### config.mk
export PLATFORM = sky130hd
export DESIGN_NAME = mod_layer_sequencer
export DESIGN_NICKNAME = d
export VERILOG_FILES = /design/src/rtl/mod_layer_sequencer.sv
export SDC_FILE = /design/constraint.sdc
export NUM_CORES = 1
export LEC_CHECK = 0
export BUFFER_PORTS_ARGS = -buffer_cell sky130_fd_sc_hd__buf_2
export CORE_AREA = 2 2 208 210
export CTS_CLUSTER_DIAMETER = 30
export DETAILED_ROUTE_END_ITERATION = 7
export DIE_AREA = 0 0 210 212
export HOLD_SLACK_MARGIN = 0.08
export PLACE_DENSITY = 0.68
export SYNTH_ARGS = -nofsm -noshare
export SYNTH_HDL_FRONTEND = slang
export SYNTH_SLANG_ARGS = --single-unit
### constraint.sdc
create_clock -name clk -period 11.3 [get_ports clk]
set_input_delay 1.695 -clock clk [delete_from_list [all_inputs] [get_ports clk]]
set_output_delay 1.695 -clock clk [all_outputs]
set_load 0.01 [all_outputs]
### src/rtl/mod_layer_sequencer.sv
// -----------------------------------------------------------------------------
// mod_layer_sequencer
// Sequences one neuron-layer dot product over a shared single-port cache.
// For each of numOps terms it reads an index, then the activation at
// offset+index, then the weight at weightOffset+cnt, and multiply-accumulates
// in fixed point. The saturated result word is written to dest, and opDone
// pulses for one cycle.
// While busy the sequencer owns the cache port, holds critical high, and drops
// any host write (hostStall).
// Optional build macro: LAYER_SEQ_RELU_EN. When it is defined, a negative
// saturated result is stored as zero.
// -----------------------------------------------------------------------------
module mod_layer_sequencer #(
    parameter int DATA_W    = 16,
    parameter int ACC_W     = 40,
    parameter int FRAC_BITS = 8
) (
    input  logic              clk,
    input  logic              rst,
    input  logic              beginOp,
    input  logic [15:0]       offsetReg,
    input  logic [15:0]       destReg,
    input  logic [15:0]       numOpsReg,
    input  logic [15:0]       indexOffsetReg,
    input  logic [15:0]       weightOffsetReg,
    input  logic              hostWE,
    input  logic [15:0]       hostAddr,
    input  logic [DATA_W-1:0] hostDataIn,
    input  logic [DATA_W-1:0] cacheDataOut,
    output logic [15:0]       cacheAddrIn,
    output logic [DATA_W-1:0] cacheDataIn,
    output logic              cacheWE,
    output logic              critical,
    output logic              readyForNextOp,
    output logic              opDone,
    output logic              hostStall
);

    // Top bit of the result slice taken from the accumulator
    localparam int HI = FRAC_BITS + DATA_W - 1;

    typedef enum logic [2:0] {
        S_IDLE,
        S_RD_IDX,
        S_RD_ACT,
        S_RD_W,
        S_MAC,
        S_WRITE,
        S_DONE
    } state_t;

    state_t                    r_state;
    state_t                    w_state_next;

    // Operand latches, held for the whole operation
    logic [15:0]               r_offset;
    logic [15:0]               r_dest;
    logic [15:0]               r_num_ops;
    logic [15:0]               r_idx_off;
    logic [15:0]               r_w_off;

    logic [15:0]               r_cnt;
    logic signed [DATA_W-1:0]  r_act;
    logic signed [ACC_W-1:0]   r_acc;

    logic [15:0]               w_idx_addr;
    logic [15:0]               w_act_addr;
    logic [15:0]               w_w_addr;
    logic                      w_last_term;
    logic signed [2*DATA_W-1:0] w_product;
    logic signed [ACC_W-1:0]   w_acc_next;
    logic [ACC_W-1-HI:0]       w_upper;
    logic                      w_in_range;
    logic [DATA_W-1:0]         w_sat;
    logic [DATA_W-1:0]         w_result;

    // Address generation; every sum wraps modulo 2^16
    assign w_idx_addr  = r_offset + r_idx_off + r_cnt;
    assign w_act_addr  = r_offset + cacheDataOut;   // index arrives on the read bus this cycle
    assign w_w_addr    = r_w_off + r_cnt;
    assign w_last_term = (r_cnt == r_num_ops - 16'd1);

    // Signed MAC; the accumulator wraps at ACC_W and is never clamped
    assign w_product  = r_act * $signed(cacheDataOut);
    assign w_acc_next = r_acc + {{(ACC_W-2*DATA_W){w_product[2*DATA_W-1]}}, w_product};

    // The slice is valid only when every bit above it matches its sign bit
    assign w_upper    = r_acc[ACC_W-1:HI];
    assign w_in_range = (&w_upper) | ~(|w_upper);
    assign w_sat      = w_in_range       ? r_acc[HI:FRAC_BITS] :
                        r_acc[ACC_W-1]   ? {1'b1, {(DATA_W-1){1'b0}}} :
                                           {1'b0, {(DATA_W-1){1'b1}}};

`ifdef LAYER_SEQ_RELU_EN
    assign w_result = w_sat[DATA_W-1] ? '0 : w_sat;
`else
    assign w_result = w_sat;
`endif

    assign hostStall = hostWE & critical;

    // State register
    always_ff @(posedge clk) begin
        // NOTE: clocked state uses non-blocking assignments so every register
        // samples the pre-edge values, independent of process ordering.
        if (rst) begin
            r_state <= S_IDLE;
        end else begin
            r_state <= w_state_next;
        end
    end

    // Next-state logic and cache-port mux
    always_comb begin
        // NOTE: every output gets a default before the case, so no path
        // leaves a signal unassigned and no latch is inferred.
        w_state_next   = r_state;
        cacheAddrIn    = '0;
        cacheDataIn    = '0;
        cacheWE        = 1'b0;
        critical       = 1'b1;
        readyForNextOp = 1'b0;
        opDone         = 1'b0;
        unique case (r_state)
            S_IDLE: begin
                critical       = 1'b0;
                readyForNextOp = 1'b1;
                cacheAddrIn    = hostAddr;
                cacheDataIn    = hostDataIn;
                cacheWE        = hostWE;
                if (beginOp) begin
                    w_state_next = (numOpsReg == 16'd0) ? S_DONE : S_RD_IDX;
                end
            end
            S_RD_IDX: begin
                cacheAddrIn  = w_idx_addr;
                w_state_next = S_RD_ACT;
            end
            S_RD_ACT: begin
                cacheAddrIn  = w_act_addr;
                w_state_next = S_RD_W;
            end
            S_RD_W: begin
                cacheAddrIn  = w_w_addr;
                w_state_next = S_MAC;
            end
            S_MAC: begin
                w_state_next = w_last_term ? S_WRITE : S_RD_IDX;
            end
            S_WRITE: begin
                cacheWE      = 1'b1;
                cacheAddrIn  = r_dest;
                cacheDataIn  = w_result;
                w_state_next = S_DONE;
            end
            S_DONE: begin
                opDone       = 1'b1;
                w_state_next = S_IDLE;
            end
            default: begin
                w_state_next = S_IDLE;
            end
        endcase
    end

    // Operand latches, term counter, activation capture and accumulator
    always_ff @(posedge clk) begin
        if (rst) begin
            r_offset  <= '0;
            r_dest    <= '0;
            r_num_ops <= '0;
            r_idx_off <= '0;
            r_w_off   <= '0;
            r_cnt     <= '0;
            r_act     <= '0;
            r_acc     <= '0;
        end else begin
            unique case (r_state)
                S_IDLE: begin
                    if (beginOp) begin
                        r_offset  <= offsetReg;
                        r_dest    <= destReg;
                        r_num_ops <= numOpsReg;
                        r_idx_off <= indexOffsetReg;
                        r_w_off   <= weightOffsetReg;
                        r_cnt     <= '0;
                        r_acc     <= '0;
                    end
                end
                S_RD_W: begin
                    r_act <= $signed(cacheDataOut);
                end
                S_MAC: begin
                    r_acc <= w_acc_next;
                    if (!w_last_term) begin
                        r_cnt <= r_cnt + 16'd1;
                    end
                end
                default: begin
                end
            endcase
        end
    end

endmodule
==> insert_results.sql <==
INSERT INTO impl_metrics (metric_group, metric, value, unit) VALUES
('run_status', 'outcome', 'finished, final reports clean', ''),
('yosys', 'synth_top_cell_by_area', 'sky130_fd_sc_hd__fa_1', ''),
('sta', 'finalCritPeriodShare', '87.4', '%'),
('route', 'post-route-drc-count', '0', ''),
('floorplanning', 'start_util', '49.2', '%'),
('global_routing', 'via_count_of_the_first_global_routing_pass', '18400', ''),
('clocking', 'insertion_delay', '0.45', 'ns'),
('route', 'initialDrtViolationCount', '1231', ''),
('clocking', 'ctsHoldBuffers', '0', ''),
('sta', 'rsz0062_at_grt', 'no', ''),
('cells_and_area', 'antenna_cells_inserted', '0', ''),
('worst_hold_path', 'hold_path_depth', '2', ''),
('global_routing', 'grt-ovfl-total', '0', ''),
('sta', 'hold_viol', '0', ''),
('critical_path', 'critPathRequiredTime', '11.64', 'ns'),
('clocking', 'clkSinkCount', '155', ''),
('cells_and_area', 'multiInputGateArea', '16200', 'um^2'),
('route', 'postRouteWirelength', '57900', 'um'),
('sta', 'final.setup.tns', '0', 'ns'),
('route', 'drt-wirelength-per-cell', '18.3', 'um'),
('placement', 'number_of_buffers_added_on_ports', '168', ''),
('floorplanning', 'area_of_the_die', '44500', 'um^2'),
('global_routing', 'wire_length_of_the_first_global_routing_pass', '94100', 'um'),
('sta', 'max_slew.worst_pin.slew', '1.16', 'ns'),
('critical_path', 'cp_max_fo', '19', ''),
('worst_hold_path', 'hold_wc_path_type', 'flop to flop', ''),
('sta', 'fmaxAchievable', '101', 'MHz'),
('global_routing', 'antenna_found_initial', '0', ''),
('yosys', 'yosysTopAreaCellShare', '26.9', '%'),
('yosys', 'part_of_the_yosys_area_used_for_sequential_elements', '14.8', '%'),
('clocking', 'cts_root_buf', 'sky130_fd_sc_hd__clkbuf_16', ''),
('floorplanning', 'io_pins', '169', ''),
('sta', 'fin_skew', '0.0154', 'ns'),
('critical_path', 'timing.critical_path.from_type', 'input port', ''),
('yosys', 'ys_ff_latch', '155', ''),
('cells_and_area', 'filler_cell_count', '4006', ''),
('floorplanning', 'floorplan_row_count', '76', ''),
('power', 'leakage', '10.9', 'nW'),
('sta', 'setup_violations', '0', ''),
('global_routing', 'track_usage', '26.7', '%'),
('sta', 'final_period_minus_worst_setup_slack', '9.88', 'ns'),
('power', 'worst_ir_drop_vdd', '0.107', 'mV'),
('critical_path', 'path_class', 'input port to flop', ''),
('clocking', 'clock_tree.buffer_depth', '2', ''),
('cells_and_area', 'final_layout_size_suffix_gt1_share', '8.72', '%'),
('clocking', 'postCtsSetupBuffers', '0', ''),
('yosys', 'synth-async-reset-ratio', '0', '%'),
('floorplanning', 'core-area', '42500', 'um^2'),
('placement', 'post-place-cells', '3140', ''),
('sta', 'max_transition_margin', '22.9', '%'),
('clocking', 'worst_setup_hold_path_clk_slew', '0.08', 'ns'),
('cells_and_area', 'final_nets', '3195', ''),
('route', 'detailedRoute.firstPassIterationCount', '6', ''),
('yosys', 'most_instantiated_flip_flop_cell_in_the_synthesis_netlist', 'sky130_fd_sc_hd__dfxtp_1', ''),
('critical_path', 'crit_path_end_kind', 'flop', ''),
('yosys', 'ys.warnings.count', '0', ''),
('yosys', 'syn-num-nets', '3110', ''),
('clocking', 'htree_num_levels', '4', ''),
('placement', 'post-dp-hpwl', '45700', 'um'),
('cells_and_area', 'area.growth.synth_to_final', '8.25', '%'),
('yosys', 'synth_enable_flop_cells', '0', ''),
('critical_path', 'worstPathArrival', '10.22', 'ns'),
('clocking', 'tritoncts.num_buffers', '17', ''),
('clocking', 'post_cts_resize_count', '0', ''),
('route', 'postRouteAntennaNets', '0', ''),
('power', 'p_per_area', '94.4', 'nW/um^2'),
('global_routing', 'largest_net_degree_at_the_start_of_global_routing', '102', ''),
('floorplanning', 'floorplan.die.height', '212', 'um'),
('yosys', 'netlist-cell-type-count', '76', ''),
('sta', 'report.final.slew_viol_count', '0', ''),
('floorplanning', 'die_width', '210', 'um'),
('clocking', 'clock_tree_from_tritoncts', 'built', ''),
('yosys', 'post_synth_instance_area', '20900', 'um^2'),
('cells_and_area', 'ff_latch_area', '3100', 'um^2'),
('flow_run', 'cap_viol_max_count', '0', ''),
('cells_and_area', 'post-route-util', '53.3', '%'),
('yosys', 'synth_cells', '2528', ''),
('placement', 'finalWeightedCongestion', '0.914', ''),
('route', 'avgViaCountPerCell', '5.71', ''),
('critical_path', 'reg2regPathDepth', '28', ''),
('yosys', 'yosys-top-cells-area', 'sky130_fd_sc_hd__fa_1, sky130_fd_sc_hd__dfxtp_1, sky130_fd_sc_hd__ha_1', ''),
('route', 'detailroute.via_count', '18100', ''),
('yosys', 'syn-mean-instance-area', '8.28', 'um^2'),
('cells_and_area', 'layout.cells.non_filler', '3171', '');
[per-layer routing]
layer	up-vias	global-route usage [%]	wire length (um)
met3	98	4.02	3540
met2	586	45.8	27900
met4	0	8.71	1730
met1	8947	34.7	24700
met5	-	0	0
li1	8472	-	-
[state kept, by name, summed over array words and instances (netlist names)]
| register | cells |
|---|---|
| r_w_off | 16 |
| r_cnt | 16 |
| r_act | 16 |
| r_acc | 40 |
| r_offset | 16 |
| r_idx_off | 16 |
| r_dest | 16 |
| r_num_ops | 16 |
| r_state | 3 |
[layout by cell type, fill, tap and decap left out, drive strengths merged, types with 22 or more instances in the layout]
cell type and instances:
a31oi 22, dfxtp 155, nand4 23, xor2 51, and2 136, xnor2 91, a21oi 220, nor2 99
o21ai 75, nand3 53, fa 281, ha 169, nand2 403, inv 322, buf 178, nor3 29
a21o 48
[power breakdown]
group,switching [mW],internal [mW]
Combinational,0.596,0.387
Sequential,0.0366,0.571
Clock,0.265,0.285
[final cells by class]
type	count	share of cell area (%)
Tap cell	546	3.01
Clock buffer	18	1.89
Timing Repair Buffer	178	4.05
Sequential cell	155	13.7
Clock inverter	13	0.502
Inverter	318	5.27
Multi-Input combinational cell	1943	71.6
[Yosys cell counts, types with 11 or more instances]
library cell               instances
sky130_fd_sc_hd__fa_1            281
sky130_fd_sc_hd__inv_1           318
sky130_fd_sc_hd__clkbuf_1         99
sky130_fd_sc_hd__nor2_1           98
sky130_fd_sc_hd__o21a_1           15
sky130_fd_sc_hd__and2_1          136
sky130_fd_sc_hd__and3_1           18
sky130_fd_sc_hd__nand2_1         403
sky130_fd_sc_hd__a211oi_1         12
sky130_fd_sc_hd__ha_1            169
sky130_fd_sc_hd__o21ai_1          28
sky130_fd_sc_hd__a22o_1           12
sky130_fd_sc_hd__a31oi_1          22
sky130_fd_sc_hd__nand2b_1         18
sky130_fd_sc_hd__nand3_1          53
sky130_fd_sc_hd__dfxtp_1         155
sky130_fd_sc_hd__o21bai_1         16
sky130_fd_sc_hd__xor2_1           51
sky130_fd_sc_hd__a21o_1           48
sky130_fd_sc_hd__a21oi_1         220
sky130_fd_sc_hd__xnor2_1          91
sky130_fd_sc_hd__nor2b_1          16
sky130_fd_sc_hd__nand4_1          21
sky130_fd_sc_hd__o21ai_0          46
sky130_fd_sc_hd__nor4_1           11
sky130_fd_sc_hd__nor3_1           26
[worst paths after layout]
kind	to	start	slack (ns)
max reg2reg	r_acc[37]	r_act[7]	2.05
min reg2reg	r_dest[5]	r_dest[5]	0.46
max	r_acc[37]	cacheDataOut[1]	1.42
min	r_dest[5]	r_dest[5]	0.46
[kinds of logic after synthesis]
group	count (synthesis)	synth area share (%)
adders and majority gates	450	37.0
buffers and inverters	430	7.83
AOI/OAI and AO/OA	506	15.1
xor gates and xnor gates	142	5.94
DFF	155	14.8
and+or+nand+nor	839	19.0
muxes	6	0.287
[through the flow]
step / hold WS [ns] / worst slack, ns / power [mW] / cell area (um^2)
after global routing: 0.478 / 0.930 / 2.29 / 22700
final: 0.458 / 1.42 / 2.14 / 22700
after detailed placement: 0.448 / 1.01 / 1.59 / 22100
after global placement: 0.446 / 1.12 / 1.57 / 22100
after CTS: 0.459 / 1.41 / 2.15 / 22700
after floorplan: 0.436 / 1.98 / 1.32 / 20900
[worst max-delay path: stages]
cell                       delay (ns)
sky130_fd_sc_hd__buf_2           0.38
sky130_fd_sc_hd__nand2_1         0.15
sky130_fd_sc_hd__fa_1            0.52
sky130_fd_sc_hd__fa_1            0.59
sky130_fd_sc_hd__fa_1            0.46
sky130_fd_sc_hd__fa_1            0.55
sky130_fd_sc_hd__inv_1           0.05
sky130_fd_sc_hd__fa_1            0.51
sky130_fd_sc_hd__fa_1            0.44
sky130_fd_sc_hd__ha_1            0.35
sky130_fd_sc_hd__and2_1          0.16
sky130_fd_sc_hd__or4_1           0.44
sky130_fd_sc_hd__o31ai_1         0.45
sky130_fd_sc_hd__o31ai_1         0.27
sky130_fd_sc_hd__a221oi_1        0.36
sky130_fd_sc_hd__o21ai_1         0.16
sky130_fd_sc_hd__o311ai_1        0.49
sky130_fd_sc_hd__ha_1            0.37
sky130_fd_sc_hd__a21oi_1         0.24
sky130_fd_sc_hd__o21bai_1        0.09
sky130_fd_sc_hd__a21o_1          0.17
sky130_fd_sc_hd__a21o_1          0.16
sky130_fd_sc_hd__a21o_1          0.16
sky130_fd_sc_hd__a21o_1          0.17
sky130_fd_sc_hd__a221o_1         0.34
sky130_fd_sc_hd__a41oi_1         0.21
sky130_fd_sc_hd__xnor2_1         0.10
sky130_fd_sc_hd__a22o_1          0.17
Power figures use the tool's default switching activity.
